File: src/rtl/sccpu_run_ctrl_pkg.sv
// -----------------------------------------------------------------------------
// sccpu_run_ctrl_pkg
//   Shared definitions for the single-cycle CPU run/step/halt sequencer.
//   The state encoding is also consumed by the board display mux, so the
//   numeric values of run_state_t must stay fixed.
//
//   Contents:
//     DEF_SYNC_STAGES / DEF_CNT_W / DEF_BURST_W : default widths and depths
//     run_state_t                               : FSM state encoding (3 bits)
//     btn_pulse_t                               : one-cycle button pulses
// -----------------------------------------------------------------------------
package sccpu_run_ctrl_pkg;

    localparam int DEF_SYNC_STAGES = 2;   // flops per button synchronizer
    localparam int DEF_CNT_W       = 32;  // retired-instruction counter width
    localparam int DEF_BURST_W     = 16;  // burst length width

    // Encodings are visible on the display; do not renumber.
    typedef enum logic [2:0] {
        ST_HALT  = 3'd0,
        ST_RUN   = 3'd1,
        ST_STEP  = 3'd2,
        ST_BURST = 3'd3,
        ST_BRK   = 3'd4
    } run_state_t;

    // One-cycle pulses from the four button front ends.
    typedef struct packed {
        logic halt;
        logic step;
        logic burst;
        logic run;
    } btn_pulse_t;

endpackage : sccpu_run_ctrl_pkg

File: src/rtl/sccpu_run_ctrl_btn_sync_edge.sv
// -----------------------------------------------------------------------------
// sccpu_run_ctrl_btn_sync_edge
//   Brings one asynchronous push-button level into the clk domain and turns
//   its rising edge into a single-cycle pulse.
//
//   A button that rises before clock edge 1 is captured at edge 1, reaches
//   the last synchronizer flop at edge SYNC_STAGES and shows up as a pulse
//   during the following cycle, so the consumer acts on it at edge
//   SYNC_STAGES+1. Holding the button produces no further pulses.
//
//   Ports:
//     clk    in  1  system clock
//     rstn   in  1  asynchronous active-low reset (clears all flops)
//     btn    in  1  raw asynchronous button level
//     pulse  out 1  one-cycle pulse on a synchronized rising edge
// -----------------------------------------------------------------------------
module sccpu_run_ctrl_btn_sync_edge
    import sccpu_run_ctrl_pkg::*;
#(
    parameter int SYNC_STAGES = DEF_SYNC_STAGES  // must be >= 2
) (
    input  logic clk,
    input  logic rstn,
    input  logic btn,
    output logic pulse
);

    logic [SYNC_STAGES-1:0] sync_q;
    logic                   prev_q;

    // NOTE: sequential state is written only with non-blocking assignments so
    // every flop samples the pre-edge value of its neighbour; blocking here
    // would collapse the synchronizer chain into a single stage.
    always_ff @(posedge clk or negedge rstn) begin
        if (!rstn) begin
            sync_q <= '0;
            prev_q <= 1'b0;
        end else begin
            sync_q <= {sync_q[SYNC_STAGES-2:0], btn};
            prev_q <= sync_q[SYNC_STAGES-1];
        end
    end

    // Edge detector: high only in the first cycle the synchronized level is 1.
    assign pulse = sync_q[SYNC_STAGES-1] & ~prev_q;

endmodule : sccpu_run_ctrl_btn_sync_edge

File: src/rtl/sccpu_run_ctrl.sv
// -----------------------------------------------------------------------------
// sccpu_run_ctrl
//   Run/step/halt sequencer for the single-cycle CPU. Generates cpu_en, the
//   enable that gates PC advance and register-file/memory writes in the core.
//   Supports free run, single step, N-instruction burst and a PC breakpoint,
//   and counts retired instructions for the display.
//
//   Ports:
//     clk        in   1        system clock, all state on rising edge
//     rstn       in   1        asynchronous active-low reset
//     run_btn    in   1        async level; rising edge starts free run
//     step_btn   in   1        async level; rising edge executes one instruction
//     burst_btn  in   1        async level; rising edge executes burst_len instr
//     halt_btn   in   1        async level; rising edge stops
//     burst_len  in   BURST_W  burst length, sampled when a burst is accepted
//     bp_en      in   1        breakpoint enable (static switch)
//     bp_addr    in   32       breakpoint PC
//     pc         in   32       current PC from the core
//     cpu_en     out  1        core advance/write enable for this cycle
//     state      out  3        encoded FSM state (run_state_t) for display
//     bp_hit     out  1        high while stopped at the breakpoint
//     instr_cnt  out  CNT_W    instructions retired since reset (wraps)
// -----------------------------------------------------------------------------
module sccpu_run_ctrl
    import sccpu_run_ctrl_pkg::*;
#(
    parameter int SYNC_STAGES = DEF_SYNC_STAGES,
    parameter int CNT_W       = DEF_CNT_W,
    parameter int BURST_W     = DEF_BURST_W
) (
    input  logic               clk,
    input  logic               rstn,
    input  logic               run_btn,
    input  logic               step_btn,
    input  logic               burst_btn,
    input  logic               halt_btn,
    input  logic [BURST_W-1:0] burst_len,
    input  logic               bp_en,
    input  logic [31:0]        bp_addr,
    input  logic [31:0]        pc,
    output logic               cpu_en,
    output logic [2:0]         state,
    output logic               bp_hit,
    output logic [CNT_W-1:0]   instr_cnt
);

    // -------------------------------------------------------------------------
    // Button front ends
    // -------------------------------------------------------------------------
    btn_pulse_t pls;

    sccpu_run_ctrl_btn_sync_edge #(.SYNC_STAGES(SYNC_STAGES)) u_sync_halt (
        .clk   (clk),
        .rstn  (rstn),
        .btn   (halt_btn),
        .pulse (pls.halt)
    );

    sccpu_run_ctrl_btn_sync_edge #(.SYNC_STAGES(SYNC_STAGES)) u_sync_step (
        .clk   (clk),
        .rstn  (rstn),
        .btn   (step_btn),
        .pulse (pls.step)
    );

    sccpu_run_ctrl_btn_sync_edge #(.SYNC_STAGES(SYNC_STAGES)) u_sync_burst (
        .clk   (clk),
        .rstn  (rstn),
        .btn   (burst_btn),
        .pulse (pls.burst)
    );

    sccpu_run_ctrl_btn_sync_edge #(.SYNC_STAGES(SYNC_STAGES)) u_sync_run (
        .clk   (clk),
        .rstn  (rstn),
        .btn   (run_btn),
        .pulse (pls.run)
    );

    // -------------------------------------------------------------------------
    // Sequencer state
    // -------------------------------------------------------------------------
    run_state_t         state_q;
    logic [BURST_W-1:0] cnt_q;     // instructions left in the current burst
    logic               skip_q;    // suppress the breakpoint for one retire

    // skip_q lets a resume from BRK execute the instruction at bp_addr once
    // instead of re-trapping on it immediately.
    logic bp_match;
    assign bp_match = bp_en && (pc == bp_addr) && !skip_q;

    // A zero-length burst request is dropped entirely.
    logic burst_ok;
    assign burst_ok = pls.burst && (burst_len != '0);

    // Any request that moves the FSM out of HALT/BRK (halt handled first).
    logic start_req;
    assign start_req = pls.step || burst_ok || pls.run;

    // cpu_en is combinational so the core advances in the very cycle the
    // sequencer decides to execute; a breakpoint match blocks the instruction
    // at bp_addr from retiring.
    // NOTE: every signal driven in always_comb gets a default first so no
    // path through the case leaves it unassigned and infers a latch.
    always_comb begin
        cpu_en = 1'b0;
        unique case (state_q)
            ST_STEP:         cpu_en = 1'b1;
            ST_RUN,
            ST_BURST:        cpu_en = !bp_match;
            ST_HALT, ST_BRK: cpu_en = 1'b0;
            default:         cpu_en = 1'b0;
        endcase
    end

    // Single FSM block: state, burst counter, skip flag, registered bp_hit
    // and the retired-instruction counter all update together.
    always_ff @(posedge clk or negedge rstn) begin
        if (!rstn) begin
            state_q   <= ST_HALT;
            cnt_q     <= '0;
            skip_q    <= 1'b0;
            bp_hit    <= 1'b0;
            instr_cnt <= '0;
        end else begin
            if (cpu_en) begin
                instr_cnt <= instr_cnt + CNT_W'(1);
                skip_q    <= 1'b0;
            end

            if (pls.halt) begin
                // Halt wins over every other pulse from any state.
                state_q <= ST_HALT;
                cnt_q   <= '0;
                bp_hit  <= 1'b0;
            end else begin
                unique case (state_q)
                    ST_HALT, ST_BRK: begin
                        if (start_req) begin
                            bp_hit <= 1'b0;
                            if (state_q == ST_BRK) begin
                                skip_q <= 1'b1;
                            end
                        end
                        if (pls.step) begin
                            state_q <= ST_STEP;
                        end else if (burst_ok) begin
                            state_q <= ST_BURST;
                            cnt_q   <= burst_len;
                        end else if (pls.run) begin
                            state_q <= ST_RUN;
                        end
                    end

                    ST_STEP: begin
                        // Exactly one enabled cycle, breakpoints ignored.
                        state_q <= ST_HALT;
                    end

                    ST_RUN: begin
                        if (bp_match) begin
                            state_q <= ST_BRK;
                            bp_hit  <= 1'b1;
                        end
                    end

                    ST_BURST: begin
                        if (bp_match) begin
                            state_q <= ST_BRK;
                            bp_hit  <= 1'b1;
                        end else begin
                            cnt_q <= cnt_q - BURST_W'(1);
                            if (cnt_q == BURST_W'(1)) begin
                                state_q <= ST_HALT;
                            end
                        end
                    end

                    default: begin
                        state_q <= ST_HALT;
                        bp_hit  <= 1'b0;
                    end
                endcase
            end
        end
    end

    assign state = state_q;

endmodule : sccpu_run_ctrl
File: config.mk
export PLATFORM = sky130hd
export DESIGN_NAME = sccpu_run_ctrl
export DESIGN_NICKNAME = d
export VERILOG_FILES = /design/src/rtl/sccpu_run_ctrl_pkg.sv /design/src/rtl/sccpu_run_ctrl_btn_sync_edge.sv /design/src/rtl/sccpu_run_ctrl.sv
export SDC_FILE = /design/constraint.sdc
export NUM_CORES = 1
export LEC_CHECK = 0
export ABC_CLOCK_PERIOD_IN_PS = 3100
export CAP_MARGIN = 25
export CORE_ASPECT_RATIO = 0.75
export CORE_MARGIN = 1
export CORE_UTILIZATION = 50
export CTS_CLUSTER_SIZE = 25
export DETAILED_ROUTE_END_ITERATION = 7
export PLACE_DENSITY = 0.95
export SLEW_MARGIN = 10
export SYNTH_ARGS = -nofsm -noshare
export SYNTH_HDL_FRONTEND = slang
export SYNTH_SLANG_ARGS = --single-unit
File: constraint.sdc
create_clock -name clk -period 3.1 [get_ports clk]
set_input_delay 0.465 -clock clk [delete_from_list [all_inputs] [get_ports clk]]
set_output_delay 0.465 -clock clk [all_outputs]
set_load 0.03 [all_outputs]
; ---- After elaboration in Yosys (flattened, before gate mapping)
; Index checks and enable logic that the tools add are counted.
[totals]
wordCells = 76
in_bits = 87
ff_bits = 65
[classes]
addsub = 2
reduce_logical = 15
n_mux = 23
eq_ne = 15
bitwise_logic = 8
[ops]
columns = op, n
row1 = 2-to-1 mux 16 bit, 4
row2 = adder 32 x 1 -> 32 bit (second input constant), 1
row3 = equality test 32 bit, 1
row4 = one-hot mux 16 bit (2 select lines), 1
row5 = 2-to-1 mux 3 bit, 7
row6 = equality test 16 x 1 -> 1 bit (second input constant), 1
row7 = nonzero test 16 bit, 1
row8 = subtractor 16 x 1 -> 16 bit (second input constant), 1
row9 = != test 3 x 2 -> 1 bit (second input constant), 4
row10 = one-hot mux 3 bit (3 select lines), 1
row11 = 2-to-1 mux 1 bit, 8
row12 = equality test 3 x 2 -> 1 bit (second input constant), 2
row13 = AND reduction 3 bit, 2
row14 = != test 5 x 2 -> 1 bit (second input constant), 1
row15 = AND 1 bit, 4
row16 = != test 4 x 3 -> 1 bit (second input constant), 1
row17 = NOT 1 bit, 4
row18 = AND reduction 4 bit, 1
row19 = OR reduction 2 bit, 2
row20 = equality test 3 x 1 -> 1 bit (second input constant), 1
row21 = equality test 3 bit (second input constant), 1
row22 = logical AND 1 bit, 3
row23 = logical NOT 3 bit, 1
row24 = != test 3 x 1 -> 1 bit (second input constant), 1
row25 = other kinds (7), 9

; ---- Logic depth before layout (Yosys ltp)
; Gate-level depths: netlist of run 1.
[depth]
depth_word = 10
mapped_depth = 8
mapped_depth_nobuf = 7

; ---- Cells and area by module
; Synthesis of run 1 repeated with hierarchy kept, for this count alone.
[unflattened]
hier_cells = 395
area_unflattened_um2 = 3777.4
[modules_own_cells]
columns = mod, area_each_um2, n_inst, cells_per_inst
row1 = sccpu_run_ctrl, 3422.0, 1, 379
row2 = sccpu_run_ctrl_btn_sync_edge, 88.8, 4, 4

; ---- Least setup slack after synthesis of run 1
; Ideal clock, no wire load.
[synth_path]
path_kind = reg-to-reg
startpoint = register instr_cnt[2]
endpoint = register instr_cnt[26]
path_stages_with_launch = 7
path_buffers = 0
synth_period_minus_slack_ns = 2.123
setup_slack_ns = 0.977
setup_ns = 0.081
required_time_ns = 3.019
t_arrival_ns = 2.042
cell_sequence = dfrtp_1 -> and3_1 -> and4_1 -> nand4_1 -> or4_1 -> nor4b_2 -> xor2_1
[synth_via]
elab_chain_len = 1
[synth_rtl]
columns = item, line_no
row1 = start: declaration, sccpu_run_ctrl.sv:44  ; output logic [CNT_W-1:0] instr_cnt
row2 = start signal: assignment, sccpu_run_ctrl.sv:127  ; instr_cnt <= instr_cnt + CNT_W'(1);
row3 = adder 32 x 1 -> 32 bit, sccpu_run_ctrl.sv:127
; Every way passes these cells.
; A chain may end at the register's enable or synchronous reset.

; ---- Worst setup path after layout of run 1
[layout_path]
startpoint = input port bp_addr[0]
endpoint = output port cpu_en
[layout_via]
elab_chain_len = 5
[layout_rtl]
columns = item, line_no
row1 = start: declaration, sccpu_run_ctrl.sv:39  ; input logic [31:0] bp_addr,
row2 = equality test 32 bit, sccpu_run_ctrl.sv:90  ; assign bp_match = bp_en && (pc == bp_addr) && !skip_q;
row3 = logical AND 1 bit (2 in a row), sccpu_run_ctrl.sv:90
row4 = logical NOT 1 bit, sccpu_run_ctrl.sv:110  ; ST_BURST: cpu_en = !bp_match;
row5 = one-hot mux 1 bit (2 select lines), sccpu_run_ctrl.sv:107  ; unique case (state_q)
row6 = end: declaration, sccpu_run_ctrl.sv:41  ; output logic cpu_en,
; Every way passes these cells.

==> impl.org, run 1 <==
** Global routing
- First-pass GRT wire length :: approximately 18,000 um
- For this run, the total global-route usage over all layers was measured as 0.3057.
- The via count of the first global-routing pass is around 3,700.
- The initial antenna violation count was 0.
- After global routing the overflow that remains totals 0.
- Pin count of the biggest net entering global routing :: 66

** Route
- Overall routed net length :: around 11,000 um
- Detailed-route DRC error count :: 0
- Starting DRC count in detailed routing :: roughly 290
- The routed layout has around 3,800 vias.
- Detail-routed via count per cell :: approximately 6
- Post-route ant nets :: 0
- Dividing the detail-routed wire length by the instance count gives ~18 um.
- Before antenna repair, the detailed router went through 6 iterations.

** Timing
- Final setup violation count :: 0
- Setup repair after global routing left no endpoint under its margin.
- Final number of hold-violating endpoints :: 0
- For the finished layout, the period the worst path requires is just under 3 ns.
- Final number of max-transition violations :: 0
- The worst pin sits at a relative slew slack of 0.5664.
- Upper clock frequency limit :: roughly 0.34 GHz
- Final Cycle Share :: 0.9591
- On the final layout, the worst clock skew is 0.008741 ns.
- Actual slew at the worst max-slew pin :: about 0.65 ns

** Setup path
- Crit. Startpoint :: bp_addr[0]
- The endpoint identified for the worst register-to-register timing path is cnt_q[11].
- Reg2Reg Launch Point :: state[0]
- Counting cells, the worst reg-to-reg path comes to 6.
- Worst path cell trace :: clkdlybuf4s50_1, xnor2_1, nand4_1, nor4_1, buf_4, and4_1, nor2_1, dlygate4sd2_1
- Endpoint type of the worst setup path :: output pin
- The critical path is of the in -> out type.
- Slowest library cell on the worst path :: clkdlybuf4s50_1
- In this design, the stage delay of the slowest critical-path cell is between 0.4 and 0.5 ns.
- In this run the worst setup path terminates at cpu_en.
- In this run the worst path has a maximum fanout of 3.
- At the worst endpoint, the required time is approximately 2.6 ns.
- Arrival time of data at the critical path endpoint :: roughly 2.5 ns
- Setup slack on the worst reg-to-reg path comes out at ~0.78 ns.
- Category of the worst setup path launch point :: primary input

** Floorplanning
- Core Region :: approximately 7000 sq um
- Die ar. :: just under 8000 sq um
- X dimension of the die :: slightly above 100 um
- I/O pin total :: ~120
- The die is ~77 um tall.
- The floorplan has 26 rows.
- Initial Utilization :: 0.5338

** Synthesis
- The Yosys step of the flow raised 0 warnings.
- Synth Cell Area :: 3751 sq um
- When the netlist entered floorplanning its net count stood at between 400 and 500.
- Top cells by instance count after synthesis :: dfrtp_1, xnor2_1, nand4_1, o21ai_0, xor2_1
- Mapped Avg Cell Area :: 9.401 sq um
- Count of different cell masters after synthesis :: 43
- Number of flip-flops and latches in the synthesized netlist :: 65
- The share of synthesized area in the top cell type comes to 0.4336.
- The biggest area contributor in the post-synthesis netlist is dfrtp_1.
- By area the synthesized netlist is led by dfrtp_1, xnor2_1, xor2_1.
- Register area share after synthesis :: 0.4336
- Number of synthesized flops with an enable pin :: 0
- For this run, the leading register cell type out of synthesis is dfrtp_1.
- Most used standard cell by instance count after synthesis :: dfrtp_1
- Async set-reset flop share out of synthesis :: 1.000
- Gate count of the mapped netlist :: between 300 and 400

** CTS
- After clock tree synthesis, the flow added hold-fix buffers numbering 0.
- Maximum count of clock buffers along a single path :: 2
- The H-tree was split into 3 levels.
- Insertion delay of the later-clocked pin in the worst-skew pair :: approximately 0.35 ns
- In this run, CTS created clock tree buffers numbering 9.
- Buffers inserted during post-CTS setup optimization :: 0
- CTS saw 65 sinks.
- TritonCTS built the clock tree.
- The tree is rooted in a clkbuf_8.
- The number of gates resized after CTS was 1.
- Clock slew at the register clock pins of the worst setup and hold paths :: roughly 0.080 ns

** Cells and area
- In the final design database the tool counted 618 nets.
- FILL cells :: ~490
- Syn-to-layout area delta :: 41.63%
- For this run, the share of the core covered by cells in the final layout is 0.7561.
- In the final layout, the share of cells above drive strength 1 is 0.06754.
- 0 antenna diodes ended up in the layout.
- Final standard cell area without fillers :: 5313 sq um

** Placed design
- Routability-driven placement finished with a final weighted congestion of between 0.9 and 1.
- Count of port buffers added during placement :: 123
- After detailed placement, the total cell area comes to roughly 5100 sq um.
- The HPWL after detailed placement is between 8000 and 9000 um.

** Power
- Power density over cell area :: 667.2 nW/um^2
- In this run the static leakage power is between 1.5 and 2 nW.
- VDD sags by at most slightly above 0.0006 V.
- The completed layout was analyzed and its total power is 3.545 mW.

** Hold path
- The path class of the tightest hold or removal check is in -> async.

** Run status
- Outcome :: finished clean

** Flow run
- Max-capacitance violation count :: 0
state kept, by name, indices dropped and copies added, names as in the netlist, 2 cells and up:
signal	cells
cnt_q	16
state	3
u_sync_burst.sync_q	2
instr_cnt	32
u_sync_step.sync_q	2
u_sync_run.sync_q	2
u_sync_halt.sync_q	2
worst max-delay path: cells and delay by family:
family                    cells  cell delay (ns)
and+or+nand+nor               4             0.78
buffers and inverters         3             0.98
xor gates and xnor gates      1             0.29
layout make-up:
cell class | instances | area (sq um) | share of cell area
clock buffer | 11 | 151.4 | 0.02850
inverter | 6 | 22.52 | 0.004239
multi-input combinational | 313 | 2039 | 0.3839
sequential | 65 | 1627 | 0.3062
tap | 98 | 122.6 | 0.02308
timing repair buffer | 133 | 1313 | 0.2471
clock inverter | 5 | 37.54 | 0.007065
how the worst min path moves through the flow:
stage                               start  slack, ns                     to  cells after the start
floorplan                            rstn       0.17                 bp_hit                      0
CTS                                  rstn       0.13               cnt_q[8]                      2
global route                         rstn       0.13               cnt_q[8]                      2
finish                               rstn       0.11               cnt_q[8]                      2
global placement    u_sync_step.sync_q[0]       0.33  u_sync_step.sync_q[1]                      0
detailed placement  u_sync_halt.sync_q[0]       0.34  u_sync_halt.sync_q[1]                      0
through the flow:
stage                     setup TNS (ns)  worst slack, ns  hold slack, ns  instances
final                                  0           0.1269          0.1125        631
after CTS                              0           0.1553          0.1342        631
after global routing                   0          0.01086          0.1332        631
after detailed placement        -0.05921         -0.05921          0.3358        615
after global placement                 0          0.01620          0.3318        615
after floorplan                        0           0.9771          0.1694        399
layout by cell type (no fill, tap or decap), drive strengths merged, types with 11 or more instances in the layout:
cell type	n
clkdlybuf4s50	121
dfrtp	65
xnor2	35
o21ai	31
nand4	30
xor2	30
nor3	26
nor2	21
nand2	21
nor4	18
nand3	17
a21oi	15
and3	11
clkbuf	11
buf	11
per-layer routing:
| layer | routed length (um) | share of wire | track usage | up-vias |
|---|---|---|---|---|
| met3 | 903 | 0.079 | 0.08022 | 39 |
| li1 | - | - | - | 1741 |
| met1 | 4669 | 0.41 | 0.3964 | 1816 |
| met5 | 0 | 0 | 0 | - |
| met2 | 5593 | 0.49 | 0.4899 | 214 |
| met4 | 278 | 0.024 | 0.1100 | 0 |
where the power goes:
part	switching, mW	total, mW	internal, mW
clock network	0.356	0.694	0.338
logic	0.875	1.51	0.640
registers	0.285	1.34	1.05
logic make-up (layout without fill, tap and decap cells):
logic type	after synthesis	count (layout)	synth area share
compound gates	63	63	0.09673
xor+xnor	65	65	0.1518
fa+ha+maj	3	3	0.01001
mux	4	4	0.01167
buf+inv	21	155	0.02268
simple gates	178	178	0.2735
flops	65	65	0.4336
(Power assumes the default switching activity.)
==> run 2, diff against run 1 <==
--- a/config.mk
+++ b/config.mk
@@ -12,7 +12,8 @@
 export CORE_UTILIZATION = 50
 export CTS_CLUSTER_SIZE = 25
 export DETAILED_ROUTE_END_ITERATION = 7
-export PLACE_DENSITY = 0.95
+export DONT_BUFFER_PORTS = 1
+export PLACE_DENSITY = 0.75
 export SLEW_MARGIN = 10
 export SYNTH_ARGS = -nofsm -noshare
 export SYNTH_HDL_FRONTEND = slang
==> run 2 against run 1 <==
Compared with the run above: largest power group is now registers; worst setup slack improved by 0.37 ns; sequential share of layout area increased by 9.3 points; the run now ends with negative hold slack left; highest routed layer unchanged; clock power increased by 0.6%; critical endpoint unchanged; total power decreased by 10%.
==> impl.org, run 2 (same netlist as run 1, synthesis figures left out) <==
** Run status
- Outcome :: finished with violations
- Failing checks :: negative hold slack

** Route
- Per-cell routed wire length :: 18.24 um (+0.55%)
- Detailed-route DRC error count :: 0 (unchanged)
- The remaining number of nets flagged by the antenna check after routing was 0 (unchanged).
- The per-cell via count in the routed design came to 6.295 (+4.3%).
- The total detailed-routing wirelength is 9209 um (-20%).
- Number of optimization iterations in the first detailed-route pass :: 5 (-1)
- The iteration-0 DRC count of the detailed router is 267 (-6.6%).
- The number of vias in the routed layout came to 3,179 (-17%).

** Global routing
- First-pass GRT wire length :: 14,990 um (-19%)
- Grt total ovfl :: 0 (unchanged)
- The pin count of the biggest net entering global routing came to 66 (unchanged).
- The via count of the first global-routing pass was 3,009 (-19%).
- Total routing resource utilization after global routing :: 0.2441 (-0.06156)
- Antenna violations before repair :: 0 (unchanged)

** Placed design
- Count of port buffers added during placement :: 0 (-100%)
- Final GP Congestion :: 0.9033 (-3.7%)
- Placed Cells incl. Taps :: 488 (-21%)
- The HPWL reported at the end of detailed placement was 6726 um (-17%).
- Worst setup slack before clock tree synthesis :: 0.6238 ns (+0.6830 ns)

** Setup path
- Req. time, crit path :: 2.63 ns (about the same)
- Total buffers and inverters traversed by the critical path :: 0 (-3)
- Crit Path Category :: reg -> out
- The arrival time at the worst endpoint came to 2.14 ns (-0.37 ns).
- On the critical path the largest part of the delay comes from simple AND/OR/NAND/NOR gates.
- The critical path's largest stage delay came to 0.51 ns (+0.09 ns).
- Endpoint type of the worst setup path :: output pin
- The largest fanout of any net on the critical path was 6 (+3).
- The minimum setup slack among reg-to-reg paths came to 0.72 ns (-0.06 ns).
- The worst setup path is launched from a flip-flop.
- On the critical path, the stage with the largest delay is an instance of nor4_1.
- Walking the worst path, the cells encountered are nor2b_1, nand2_1, nor4_1, and4_1, nor2_1.

** CTS
- The count of hold buffers inserted by post-cts repair came to 1 (+1).
- In this run the clock root is driven by a clkbuf_8.
- The clock slew at the register clock pins of the worst setup and hold paths is 0.07 ns (about the same).
- TritonCTS built the clock tree.
- The number of gates resized after CTS came to 0 (-1).
- Num CTS Buffers :: 9 (unchanged)
- The clock latency at the later pin of the worst-skew pair was 0.33 ns (-0.02 ns).
- Sinks on the clock net :: 65 (unchanged)
- Buffers inserted during post-CTS setup optimization :: 0 (unchanged)
- Maximum count of clock buffers along a single path :: 2 (unchanged)
- The deepest level of the CTS H-tree was 3 (unchanged).

** Cells and area
- Compared with the post-synthesis result, the final layout area differs by 8.572%.
- The flip-flop count of the largest register, all copies and words added was 32 (unchanged).
- Commonest cells after routing, fill and taps aside :: dfrtp_1, xnor2_1, o21ai_0, nand4_1, xor2_1
- The non-filler instance count after layout is 505 (-20%).
- Number of nets in the layout :: 492 (-20%)
- Most common cell after layout, fill and taps aside :: dfrtp_1
- Post-Route Utilization :: 0.5796 (-0.1765)
- Ant. Diodes :: 0 (unchanged)
- Most flops, register :: instr_cnt
- Layout cell share with drive strength beyond 1 :: 0.07125 (+0.003711)

** Floorplanning
- The initial standard-cell utilization of the core is 0.5338 (unchanged).
- I/O pin total :: 124 (unchanged)
- Die ar. :: 7856 sq um (unchanged)
- Row cnt :: 26 (unchanged)
- Height of the die :: 77.01 um (unchanged)
- The horizontal die dimension was 102.0 um (unchanged).
- The floorplan core area was 7027 sq um (unchanged).

** Timing
- Final setup violation count :: 0 (unchanged)
- The worst-case clock skew is 0.006348 ns (-0.002394 ns).
- Setup repair after global routing missed its margin :: false
- The share of the clock period used by the worst path after layout is 0.8398 (-0.1193).
- Final number of hold-violating endpoints :: 6 (+6)
- Final number of max-transition violations :: 0 (unchanged)
- Hold_ws :: -0.005796 ns (-0.1183 ns)
- Setup total negative slack :: 0 ns (unchanged)
- The actual slew at the worst max-slew pin is 0.7497 ns (+0.1042 ns).
- Final worst-path setup slack :: 0.4966 ns (+0.3697 ns)
- The remaining max-slew budget at the tightest pin is 0.4984 (-0.06797).
- The clock period minus worst slack came to 2.603 ns (-0.3697 ns).
- The fmax is 0.3841 GHz (+14%).

** Power
- Internal power :: 1.812 mW (-11%)
- The cell leakage power was 1.467 nW (-25%).
- The net load switching power was 1.364 mW (-10%).
- The ratio of total power to cell area came to 779.7 nW/um^2 (+17%).
- Worst vdd ir :: 0.0002962 V (-52%)
- Proportion of power drawn by the clock network :: 0.220 (+0.024)
- The fraction of power spent switching nets is 0.4294 (+0.001654).
- Part of the total power dissipated in sequential elements :: 0.481 (+0.104)
- The share of power burned in combinational logic came to 0.299 (-0.128).

** Flow run
- The number of maximum-capacitance violations was 0 (unchanged).

** Hold path
- The tightest min-delay check is of the in -> async type.
## run 2: changes by cell type in the layout (fill, tap and decap cells not counted), sizes merged
cell	before	now
buf	11	7
bufinv	0	1
clkbuf	11	13
clkdlybuf4s50	121	0
clkinv	1	2
clkinvlp	2	0
dlygate4sd2	1	0
inv	8	6
## run 2: per-stage QoR
stage | instance area, sq um | total power, mW | hold WS (ns)
2_1_floorplan | 3751 | 2.197 | 0.1694
3_3_place_gp | 3856 | 2.420 | 0.1708
3_5_place_dp | 3856 | 2.449 | 0.1708
4_1_cts | 4073 | 3.181 | 0.001891
5_1_grt | 4073 | 3.372 | 0.007397
6_report | 4073 | 3.176 | -0.005796
## run 2: area by class of cell
class	instances	area, sq um
Tap cell	98	122.6
Multi-Input combinational cell	313	2039
Timing Repair Buffer	7	72.57
Clock buffer	13	148.9
Fill cell	630	2954
Inverter	6	22.52
Clock inverter	3	40.04
Sequential cell	65	1627
## run 2: power groups by stage
stage	sequential (mW)	combinational [mW]	clock (mW)
floorplan	1.45	0.746	0
global route	1.56	1.07	0.747
detailed placement	1.54	0.913	0
finish	1.53	0.950	0.698
CTS	1.52	0.940	0.722
global placement	1.52	0.895	0
## run 2: metal layers
layer | share of wire | vias to the layer above | global-route usage
li1 | - | 1485 | -
met1 | 0.47 | 1546 | 0.3611
met5 | 0 | - | 0
met3 | 0.076 | 15 | 0.06655
met4 | 0.015 | 0 | 0.06857
met2 | 0.44 | 133 | 0.3470
## run 2: final timing paths
path	from	end	depth (start not counted)
worst max-delay path	skip_q	cpu_en	5
worst min-delay path	rstn	cnt_q[5]	1
worst max register to register	state[0]	cnt_q[11]	6
worst min register to register	u_sync_halt.sync_q[0]	u_sync_halt.sync_q[1]	0
max in group asynchronous	rstn	u_sync_run.sync_q[1]	1
min in group clk	halt_btn	u_sync_halt.sync_q[0]	0
==> run 3, diff against run 2 <==
--- a/config.mk
+++ b/config.mk
@@ -5,7 +5,7 @@
 export SDC_FILE = /design/constraint.sdc
 export NUM_CORES = 1
 export LEC_CHECK = 0
-export ABC_CLOCK_PERIOD_IN_PS = 3100
+export ABC_CLOCK_PERIOD_IN_PS = 2700
 export CAP_MARGIN = 25
 export CORE_ASPECT_RATIO = 0.75
 export CORE_MARGIN = 1
==> constraint.sdc (replaced) <==
create_clock -name clk -period 2.7 [get_ports clk]
set_input_delay 0.405 -clock clk [delete_from_list [all_inputs] [get_ports clk]]
set_output_delay 0.405 -clock clk [all_outputs]
set_load 0.03 [all_outputs]
==> run 3 against run 2 <==
Compared with the run above: the flow now finishes without violations; register-to-register slack worse by 0.42 ns; first-iteration DRC count is 5.2% lower; die area unchanged; routed wire length increased by 1.9%; global-route usage is 1.2 points higher; critical path depth is the same; final cell count is 1.8% higher; core utilization rose by 1.8 points; non-clock buffer count up 9; critical path type unchanged; largest power group unchanged.
==> impl.org, run 3 (same netlist as run 1, synthesis figures left out) <==
** CTS
- The post-CTS setup-driven buffer insertion count is 0 (unchanged).
- Sinks on the clock net :: 65 (unchanged)
- CTS placed an instance of clkbuf_8 at the clock tree root.
- Resized Gates After CTS :: 0 (unchanged)
- The clock slew at the register clock pins of the worst setup and hold paths was 0.07 ns (about the same).
- Maximum count of clock buffers along a single path :: 2 (unchanged)
- CTS tree :: done
- Hold buffers post-CTS :: 2 (+1)
- Num CTS Buffers :: 9 (unchanged)
- The clock latency at the later pin of the worst-skew pair is 0.36 ns (+0.03 ns).
- H-tree depth :: 3 (unchanged)

** Floorplanning
- Core Region :: 7027 sq um (unchanged)
- X dimension of the die :: 102.0 um (unchanged)
- The vertical die dimension was 77.01 um (unchanged).
- Initial Utilization :: 0.5338 (unchanged)
- Die ar. :: 7856 sq um (unchanged)
- The standard-cell row count is 26 (unchanged).
- I/O pin total :: 124 (unchanged)

** Global routing
- The global-route usage over all layers came to 0.2564 (+0.01228).
- Grt total ovfl :: 0 (unchanged)
- Pin count of the biggest net entering global routing :: 66 (unchanged)
- Vias in the first global route :: 2,976 (-1.1%)
- The initial antenna violation count came to 0 (unchanged).
- First-pass GRT wire length :: 15,390 um (+2.7%)

** Timing
- Slew margin rel. :: 0.4879 (-0.01046)
- Upper clock frequency limit :: 0.4107 GHz
- In the finished design, the share of the clock period the worst path needs comes to 0.9019.
- The worst-case clock skew is 0.01371 ns (+0.007363 ns).
- Actual slew at the worst max-slew pin :: 0.7653 ns (+0.01563 ns)
- Setup total negative slack :: 0 ns (unchanged)
- The smallest clock period supported by the final layout is computed as about 2.4 ns.
- Final setup violation count :: 0 (unchanged)
- Final number of max-transition violations :: 0 (unchanged)
- The final hold violation count came to 0 (-6).
- Setup repair after global routing missed its margin :: false
- Hold_ws :: 0.08411 ns (+0.08990 ns)

** Cells and area
- Flip-flop count of the largest register, all copies and words added :: 32 (unchanged)
- Number of nets in the layout :: 501 (+1.8%)
- Ant. Diodes :: 0 (unchanged)
- Most flops, register :: instr_cnt
- The utilization of the core after routing is 0.5972 (+0.01763).
- In the layout the commonest cells are dfrtp_1, xnor2_1, o21ai_0, nand4_1, xor2_1.
- The layout filler cell count is 617 (-2.1%).
- Final standard cell area without fillers :: 4197 sq um (+3.0%)
- Layout cell share with drive strength beyond 1 :: 0.09615 (+0.02490)
- Most common cell after layout, fill and taps aside :: dfrtp_1
- Relative to the synthesized area, the layout overhead comes to 11.87%.

** Power
- Part of the total power dissipated in combinational logic :: 0.334 (+0.035)
- Proportion of power drawn by the clock network :: 0.255 (+0.035)
- The cell leakage power was 1.527 nW (+4.1%).
- The share of total power in sequential cells is 0.410 (-0.071).
- The ratio of total power to cell area was 937.9 nW/um^2 (+20%).
- Internal power :: 2.299 mW (+27%)
- Worst vdd ir :: 0.0006206 V (+110%)
- The total chip power was 3.936 mW (+24%).
- Switching power as a share of total power :: 0.4160 (-0.01337)
- The net load switching power came to 1.637 mW (+20%).

** Hold path
- The tightest min-delay check is of the in -> reg type.

** Route
- The routed length per placed instance came to 18.26 um (+0.15%).
- The total detailed-routing wirelength is 9387 um (+1.9%).
- Post-route ant nets :: 0 (unchanged)
- Detailed-route DRC error count :: 0 (unchanged)
- Total via count in the routed design :: 3,190 (+0.35%)
- The iteration count of the initial detailed-routing pass came to 5 (unchanged).
- The iteration-0 DRC count of the detailed router is 253 (-5.2%).
- The per-cell via count in the routed design came to 6.206 (-1.4%).

** Setup path
- Slowest library cell on the worst path :: nor4_1
- Crit Path Category :: reg -> out
- Maximum net fanout on the critical path :: 3 (-3)
- The required time of the critical path was 2.30 ns (-0.33 ns).
- Category of the worst setup path launch point :: flip-flop
- Worst path cell trace :: nor2b_1, nand2_1, nor4_1, and4_1, nor2_1
- The worst setup path is captured at an output pin.
- The critical path's largest stage delay was 0.54 ns (+0.03 ns).
- Arrival time of data at the critical path endpoint :: 2.03 ns (-0.11 ns)

** Run status
- Outcome :: finished clean

** Placed design
- Final GP Congestion :: 0.9272 (+2.6%)
- The HPWL reported at the end of detailed placement came to 6875 um (+2.2%).
- The instance area after placement was 3916 sq um (+1.6%).
- Count of port buffers added during placement :: 0 (unchanged)

** Flow run
- The number of maximum-capacitance violations was 0 (unchanged).
-- run 3: changes by cell type in the layout (fill, tap and decap cells not counted), sizes merged --
cell         delta
buf             +8
bufinv          +2
clkbuf          -4
clkinvlp        +2
dlygate4sd3     +1
-- run 3: final timing paths --
kind                                 startpoint                   end  slack, ns  cells after the start
max in group asynchronous                  rstn         instr_cnt[31]       1.85                      2
setup / recovery                         skip_q                cpu_en       0.26                      5
hold reg to reg            u_sync_run.sync_q[0]  u_sync_run.sync_q[1]       0.35                      0
setup reg to reg                       cnt_q[6]             cnt_q[14]       0.30                      6
min in group asynchronous                  rstn              cnt_q[1]       0.58                      2
hold / removal                          run_btn  u_sync_run.sync_q[0]       0.08                      0
-- run 3: power by group through the flow --
stage	Sequential [mW]	Combinational (mW)	Clock, mW
final	1.61	1.32	1.01
after CTS	1.61	1.30	1.02
after detailed placement	1.63	1.26	0
after floorplan	1.67	0.856	0
after global routing	1.65	1.45	1.07
after global placement	1.61	1.23	0
-- run 3: stage by stage --
stage                     cells  setup WS [ns]
after floorplan             399         0.5771
after global placement      496         0.3615
after detailed placement    496         0.3337
after CTS                   514         0.2634
after global routing        514         0.1036
final                       514         0.2649
-- run 3: layer usage --
metal	share of wire	global-route usage	vias to the layer above
met5	0	0	-
met4	0.0072	0.05857	0
met3	0.094	0.1048	7
met2	0.46	0.3570	154
met1	0.44	0.3693	1525
li1	-	-	1504
-- run 3: layout make-up --
type	instances	area (sq um)	area share
inverter	6	22.52	0.005367
tap	98	122.6	0.02922
sequential	65	1627	0.3876
timing repair buffer	16	142.6	0.03399
clock inverter	7	118.9	0.02832
clock buffer	9	123.9	0.02952
multi-input combinational	313	2039	0.4860
-- run 3: worst max-delay path: cells and delay by family, from the launching register on --
family	cells	cell delay (ns)
simple gates	5	1.29
flops	1	0.40
